==> src/rtl/burst_responder_pkg.sv <==
// Shared types and sizing helpers for the burst responder.
package burst_pkg;

    typedef enum logic [2:0] {FILL, READY, ACK, STREAM, DONE} burst_state_t;

    localparam int BURST_BEATS_DEFAULT = 4;

    // Counters must hold 0..BEATS inclusive.
    function automatic int burst_cnt_w(input int beats);
        return $clog2(beats + 1);
    endfunction

    function automatic int burst_addr_w(input int beats);
        return (beats > 1) ? $clog2(beats) : 1;
    endfunction

endpackage

==> src/rtl/burst_responder_if.sv <==
// Source (valid/ready) and consumer (req/ack/dv/taken/done) signals of the burst responder.
interface burst_responder_if #(
    parameter int DATA_W = 32
) ();
    logic              src_valid;
    logic [DATA_W-1:0] src_data;
    logic              src_ready;
    logic              req;
    logic              ack;
    logic              dv;
    logic [DATA_W-1:0] data;
    logic              taken;
    logic              done;

    modport slave (
        input  src_valid, src_data, req, taken,
        output src_ready, ack, dv, data, done
    );

    modport master (
        output src_valid, src_data, req, taken,
        input  src_ready, ack, dv, data, done
    );
endinterface

==> src/rtl/burst_responder_buf.sv <==
// Burst word buffer: one register per beat, single write port, asynchronous read.
module burst_buf #(
    parameter int DATA_W = 32,
    parameter int BEATS  = 4,
    parameter int ADDR_W = 2
) (
    input  logic              clk,
    input  logic              we,
    input  logic [ADDR_W-1:0] waddr,
    input  logic [DATA_W-1:0] wdata,
    input  logic [ADDR_W-1:0] raddr,
    output logic [DATA_W-1:0] rdata
);
    logic [DATA_W-1:0] r_mem [BEATS];

    genvar gi;
    generate
        for (gi = 0; gi < BEATS; gi++) begin : g_word
            always_ff @(posedge clk) begin
                if (we && (waddr == ADDR_W'(gi))) begin
                    r_mem[gi] <= wdata;
                end
            end
        end
    endgenerate

    assign rdata = r_mem[raddr];
endmodule

==> src/rtl/burst_responder.sv <==
// Prefetches BEATS words from a valid/ready source, then serves them as one req/ack/dv/taken/done burst.
// Optional macro BURST_RESPONDER_ASSERT_EN compiles in protocol assertions.
module burst_responder
    import burst_pkg::*;
#(
    parameter int DATA_W = 32,
    parameter int BEATS  = BURST_BEATS_DEFAULT
) (
    input  logic               clk,
    input  logic               rst,
    burst_responder_if.slave   bus
);
    localparam int CNT_W  = burst_cnt_w(BEATS);
    localparam int ADDR_W = burst_addr_w(BEATS);
    localparam logic [CNT_W-1:0] LAST = CNT_W'(BEATS - 1);

    burst_state_t      r_state;
    burst_state_t      w_state_next;
    logic [CNT_W-1:0]  r_wcnt;
    logic [CNT_W-1:0]  r_rcnt;
    logic              r_src_ready;
    logic              w_we;
    logic              w_take;
    logic [DATA_W-1:0] w_rdata;

    // r_src_ready is only ever set while in FILL, so it doubles as the fill qualifier.
    assign w_we   = r_src_ready && bus.src_valid;
    assign w_take = (r_state == STREAM) && bus.taken;

    always_comb begin
        w_state_next = r_state;
        case (r_state)
            FILL:    if (w_we && (r_wcnt == LAST)) w_state_next = READY;
            READY:   if (bus.req) w_state_next = ACK;
            ACK:     w_state_next = STREAM;
            STREAM:  if (w_take && (r_rcnt == LAST)) w_state_next = DONE;
            DONE:    w_state_next = FILL;
            default: w_state_next = FILL;
        endcase
    end

    always_ff @(posedge clk) begin
        if (rst) begin
            r_state     <= FILL;
            r_wcnt      <= '0;
            r_rcnt      <= '0;
            r_src_ready <= 1'b0;
        end else begin
            r_state     <= w_state_next;
            r_src_ready <= (w_state_next == FILL);
            if (r_state == DONE) begin
                r_wcnt <= '0;
                r_rcnt <= '0;
            end else begin
                if (w_we)   r_wcnt <= r_wcnt + 1'b1;
                if (w_take) r_rcnt <= r_rcnt + 1'b1;
            end
        end
    end

    burst_buf #(
        .DATA_W (DATA_W),
        .BEATS  (BEATS),
        .ADDR_W (ADDR_W)
    ) u_buf (
        .clk   (clk),
        .we    (w_we),
        .waddr (r_wcnt[ADDR_W-1:0]),
        .wdata (bus.src_data),
        .raddr (r_rcnt[ADDR_W-1:0]),
        .rdata (w_rdata)
    );

    assign bus.src_ready = r_src_ready;
    assign bus.ack       = (r_state == ACK);
    assign bus.dv        = (r_state == STREAM);
    assign bus.done      = (r_state == DONE);
    assign bus.data      = w_rdata;

`ifdef BURST_RESPONDER_ASSERT_EN
    // Set by a grant, cleared once the consumer lets req fall; a new grant needs it clear.
    logic r_req_drop_pending;
    always_ff @(posedge clk) begin
        if (rst)               r_req_drop_pending <= 1'b0;
        else if (bus.ack)      r_req_drop_pending <= 1'b1;
        else if (!bus.req)     r_req_drop_pending <= 1'b0;
    end

    a_taken_dv: assert property (@(posedge clk) disable iff (rst) bus.taken |-> bus.dv)
        else $error("taken asserted while dv is low");
    a_req_hold: assert property (@(posedge clk) disable iff (rst) (bus.req && !bus.ack) |=> (bus.req || bus.ack))
        else $error("req dropped before ack");
    a_req_drop: assert property (@(posedge clk) disable iff (rst) bus.ack |-> !r_req_drop_pending)
        else $error("req not deasserted between grants");
    a_ack_single: assert property (@(posedge clk) disable iff (rst) bus.ack |=> !bus.ack)
        else $error("ack longer than one cycle");
    a_done_single: assert property (@(posedge clk) disable iff (rst) bus.done |=> !bus.done)
        else $error("done longer than one cycle");
    a_done_taken: assert property (@(posedge clk) disable iff (rst) bus.done |-> $past(bus.taken))
        else $error("done without preceding taken");
    a_ack_req: assert property (@(posedge clk) disable iff (rst) bus.ack |-> $past(bus.req))
        else $error("ack without preceding req");
`else
    // Assertions excluded from this build.
`endif

endmodule

==> src/flat_wrapper.sv <==
// flat-port wrapper written by rule: the top's interface ports become plain ports
module burst_responder_flat import burst_pkg::*;
#(
    parameter int DATA_W = 32,
    parameter int BEATS  = BURST_BEATS_DEFAULT
)
  (clk, rst, bus_src_valid, bus_src_data, bus_req, bus_taken, bus_src_ready, bus_ack, bus_dv, bus_data, bus_done);
  burst_responder_if #(.DATA_W(DATA_W)) bus_i ();
  input  logic clk;
  input  logic rst;
  input wire logic [$bits(bus_i.src_valid)-1:0] bus_src_valid;
  input wire logic [$bits(bus_i.src_data)-1:0] bus_src_data;
  input wire logic [$bits(bus_i.req)-1:0] bus_req;
  input wire logic [$bits(bus_i.taken)-1:0] bus_taken;
  output wire logic [$bits(bus_i.src_ready)-1:0] bus_src_ready;
  output wire logic [$bits(bus_i.ack)-1:0] bus_ack;
  output wire logic [$bits(bus_i.dv)-1:0] bus_dv;
  output wire logic [$bits(bus_i.data)-1:0] bus_data;
  output wire logic [$bits(bus_i.done)-1:0] bus_done;
  assign bus_i.src_valid = bus_src_valid;
  assign bus_i.src_data = bus_src_data;
  assign bus_i.req = bus_req;
  assign bus_i.taken = bus_taken;
  assign bus_src_ready = bus_i.src_ready;
  assign bus_ack = bus_i.ack;
  assign bus_dv = bus_i.dv;
  assign bus_data = bus_i.data;
  assign bus_done = bus_i.done;
  burst_responder #(.DATA_W(DATA_W), .BEATS(BEATS)) u_core (.clk(clk), .rst(rst), .bus(bus_i));
endmodule
==> config.mk <==
export PLATFORM = sky130hd
export DESIGN_NAME = burst_responder_flat
export DESIGN_NICKNAME = d
export VERILOG_FILES = /design/src/rtl/burst_responder_pkg.sv /design/src/rtl/burst_responder_if.sv /design/src/rtl/burst_responder_buf.sv /design/src/rtl/burst_responder.sv /design/src/flat_wrapper.sv
export SDC_FILE = /design/constraint.sdc
export NUM_CORES = 1
export LEC_CHECK = 0
export BUFFER_PORTS_ARGS = -buffer_cell sky130_fd_sc_hd__clkbuf_2
export CAP_MARGIN = 10
export CORE_ASPECT_RATIO = 1.2
export CORE_UTILIZATION = 56
export CTS_CLUSTER_DIAMETER = 80
export DETAILED_ROUTE_END_ITERATION = 10
export PLACE_DENSITY = 0.86
export SETUP_SLACK_MARGIN = 0.4
export SYNTH_ARGS = -nofsm -noshare
export SYNTH_HDL_FRONTEND = slang
export SYNTH_SLANG_ARGS = --single-unit
==> constraint.sdc <==
create_clock -name clk -period 2.2 [get_ports clk]
set_input_delay 0.66 -clock clk [delete_from_list [all_inputs] [get_ports clk]]
set_output_delay 0.66 -clock clk [all_outputs]
set_load 0.1 [all_outputs]
==> results.yml <==
synth:
  postSynthRegisterBits: 140
  synth_sequential_area_ratio: 0.780
  post_synth.cell_area_avg_um2: 22.9
  synth_cells: 229
  synth_fp_nets: 273
  synth_cell_type_count: 24
  syn_area_um2: 5240
  synthDominantAreaCellType: "sky130_fd_sc_hd__edfxtp_1"
  synth_largest_type_area_fraction: 0.734
  synth.area.top_cells: "sky130_fd_sc_hd__edfxtp_1 (73%), sky130_fd_sc_hd__mux4_2 (13%), sky130_fd_sc_hd__dfxtp_1 (4.6%)"
  synth_warnings: 0
critical_path:
  r2r-start: "u_core.r_wcnt[1]"
  timing.reg2reg.setup_slack_ps: 770
  cp-end-kind: "output pin"
  critical_path_required_ps: 1540
  critPathArrivalTime_ps: 1880
  timing.critical_path.from_type: "register"
  path_max_fanout: 8
  path_class: "reg -> out"
run:
  count_of_maximum_capacitance_violations: 0
global_route:
  pin_count_of_the_biggest_net_entering_global_routing: 17
  globalRouteTotalUtil: 0.240
  groute.layer.met2.usage: 0.415
  overflow_left_after_global_routing: 0
  grt.busiest_layer: "met2"
  grt_pass1_wl_um: 16300
  grt_util_met1: 0.285
  first_global_vias: 2835
  gr-usage-met3: 0.0607
  antenna_found_initial: 0
clock_tree:
  clock_slew_at_the_register_clock_pins_of_the_worst_setup_and_hold_paths_ps: 60
  cts_buffers: 17
  cts_tree: "built"
  cts.sink_count: 140
  htree_num_levels: 4
  cts.path.max_buffers: 2
  clock_latency_ps: 520
  cts.root.buffer_cell: "sky130_fd_sc_hd__clkbuf_8"
  cts_hold_buffers: 0
power:
  comb_power_share: 0.081
  p_switching_mw: 1.46
  peakVddDrop_v: 0.000641
  p_per_area_nw_per_um2: 868
  cellLeakagePower_nw: 2.45
  p_int_mw: 4.64
  power.sequential.fraction: 0.488
  share_clk_of_total_power: 0.431
  netSwitchingFraction: 0.239
detailed_routing:
  detailed_routing_iteration_count_for_the_pre_antenna_repair_pass: 4
  detail_route.drc_violations: 0
  avgViaCountPerCell: 5.76
  drt_iter0_drc: 196
  via_count: 2683
  detail-route-antenna-nets: 0
  post_drt_wl_per_cell_um: 23.4
  route.final.wire_length_um: 10900
die:
  design.die.area_um2: 9740
  die_height_um: 108
  row_count: 38
  io-pin-count: 73
  floorplan.die.width_um: 90.3
  initial_core_util: 0.577
  area_of_the_core_um2: 9080
placement:
  hpwl_um: 6030
  place_congestion: 0.755
  dpl-instance-area_um2: 6260
  port_buffers: 72
timing:
  maxClockFrequency_mhz: 393
  finalClockSkew_ps: 5.39
  post-route-period-util: 1.16
  final-setup-viol-count: 32
  rsz0062_at_grt: "true"
  worst_rel_slew_slack: 0.798
  finalHoldViolations: 0
  period_minus_slack_ps: 2540
  worst_pin_slew_ps: 298
  final_worst_path_setup_slack_ps: -343
  final_max_slew_viols: 0
  minimum_hold_slack_ps: 351
outcome:
  outcome: "finished with violations"
  violations_in_the_final_reports: "setup timing"
layout:
  area.growth.synth_to_final_pct: 34.2
  drive_gt1_frac: 0.494
  finalCoreUtilization: 0.774
  fill_cells: 422
  fin_area_um2: 7030
  n_antenna_cell: 0
  fin_nets: 377
hold_path:
  hold_path_startpoint: "bus_src_data[7]"
  hold_path_class: "in -> reg"
## final timing paths
kind                         endpoint  depth (start not counted)
max reg2reg      u_core.bus.src_ready                          5
max                      bus_data[28]                          3
min          u_core.u_buf.r_mem[3][7]                          1
min reg2reg          u_core.r_wcnt[2]                          2
## sequential cells by signal, summed over array words and instances (netlist names), named ones only
name	count
u_core.r_wcnt	3
u_core.bus.src_ready	1
u_core.u_buf.r_mem	128
u_core.r_state	3
u_core.r_rcnt	3
## what timing repair did
| item | in CTS | in global routing |
|---|---|---|
| setup endpoints to repair | 36 | 35 |
| gates resized for setup | 27 | 0 |
| pin swaps | 2 | 0 |
| buffers inserted | 6 | 1 |
| gates cloned | 0 | 2 |
## metrics by stage
| stage | worst slack [ps] | instances | power (mW) | TNS (ps) |
|---|---|---|---|---|
| after floorplan | 121 | 229 | 3.31 | 0 |
| after global placement | 216 | 425 | 3.50 | 0 |
| after detailed placement | 187 | 425 | 3.52 | 0 |
| after CTS | -366 | 463 | 6.13 | -10980 |
| after global routing | -392 | 466 | 6.25 | -11800 |
| final | -343 | 466 | 6.10 | -10110 |
## placed cells by master (no fill, tap or decap)
cell,Yosys,final
sky130_fd_sc_hd__edfxtp_1,128,128
sky130_fd_sc_hd__clkbuf_2,0,36
sky130_fd_sc_hd__buf_12,3,36
sky130_fd_sc_hd__mux4_2,30,32
sky130_fd_sc_hd__clkbuf_16,0,20
sky130_fd_sc_hd__buf_4,0,16
sky130_fd_sc_hd__nor2_1,8,7
sky130_fd_sc_hd__ha_1,7,7
sky130_fd_sc_hd__dfxtp_1,12,6
sky130_fd_sc_hd__a21oi_1,5,5
sky130_fd_sc_hd__clkinvlp_4,0,5
sky130_fd_sc_hd__inv_1,4,4
sky130_fd_sc_hd__and3_2,0,4
sky130_fd_sc_hd__nand2_1,4,4
sky130_fd_sc_hd__dfxtp_4,0,4
sky130_fd_sc_hd__inv_6,0,4
sky130_fd_sc_hd__clkinv_4,0,4
sky130_fd_sc_hd__and4b_1,3,3
sky130_fd_sc_hd__nor2b_4,0,2
sky130_fd_sc_hd__and2_4,0,2
sky130_fd_sc_hd__xnor2_1,2,2
sky130_fd_sc_hd__nand3_1,2,2
sky130_fd_sc_hd__dfxtp_2,0,2
sky130_fd_sc_hd__nor2_4,0,1
sky130_fd_sc_hd__a21o_1,1,1
sky130_fd_sc_hd__mux2i_1,1,1
sky130_fd_sc_hd__nor4bb_1,1,1
sky130_fd_sc_hd__nor4b_1,1,1
sky130_fd_sc_hd__a211oi_1,1,1
sky130_fd_sc_hd__a311oi_1,1,1
sky130_fd_sc_hd__clkbuf_8,0,1
sky130_fd_sc_hd__bufinv_16,0,1
sky130_fd_sc_hd__clkinv_1,0,1
sky130_fd_sc_hd__buf_6,1,1
## cell families (layout without fill, tap and decap cells)
kind of cell             after synthesis  after routing  synth area share
buffers and inverters                 12            129            0.0203
flip-flops                           140            140             0.780
XOR/XNOR                               2              2           0.00335
AO/OA/AOI/OAI                          8              8           0.00932
AND/OR/NAND/NOR                       27             27            0.0294
adder cells (fa/ha/maj)                7              7            0.0167
multiplexers                          33             33             0.141
## Yosys cell counts, drive strengths merged
master,n
nor2,8
mux4,32
a211oi,1
buf,8
nor4bb,1
and3,4
a21oi,5
xnor2,2
a21o,1
a311oi,1
edfxtp,128
ha,7
nor2b,2
inv,4
nor4b,1
and2,2
mux2i,1
and4b,3
dfxtp,12
nand2,4
nand3,2
## worst max-delay path: stages (launching register included)
cell and delay (ps):
sky130_fd_sc_hd__dfxtp_4 420, sky130_fd_sc_hd__clkbuf_16 200, sky130_fd_sc_hd__mux4_2 550, sky130_fd_sc_hd__buf_12 190
## power by group through the flow
stage	Combinational [mW]	Sequential, mW	Clock, mW
detailed placement	0.485	3.04	0
global placement	0.474	3.03	0
CTS	0.497	2.98	2.65
global route	0.512	2.98	2.76
finish	0.496	2.98	2.63
floorplan	0.268	3.04	0
## area by class of cell
cell class                 count  area, µm²  area share
clock buffer                  17        414      0.0589
tap                          120        150      0.0214
clock inverter                15        141      0.0201
sequential                   140       4100       0.584
multi-input combinational     77       1070       0.152
timing repair buffer          93       1130       0.161
inverter                       4       15.0     0.00214
## metal layers
| metal | vias up | part of all wire |
|---|---|---|
| li1 | 1162 | - |
| met1 | 1379 | 0.38 |
| met2 | 125 | 0.53 |
| met3 | 17 | 0.058 |
| met4 | 0 | 0.022 |
| met5 | - | 0 |
Power figures use the tool's default switching activity.
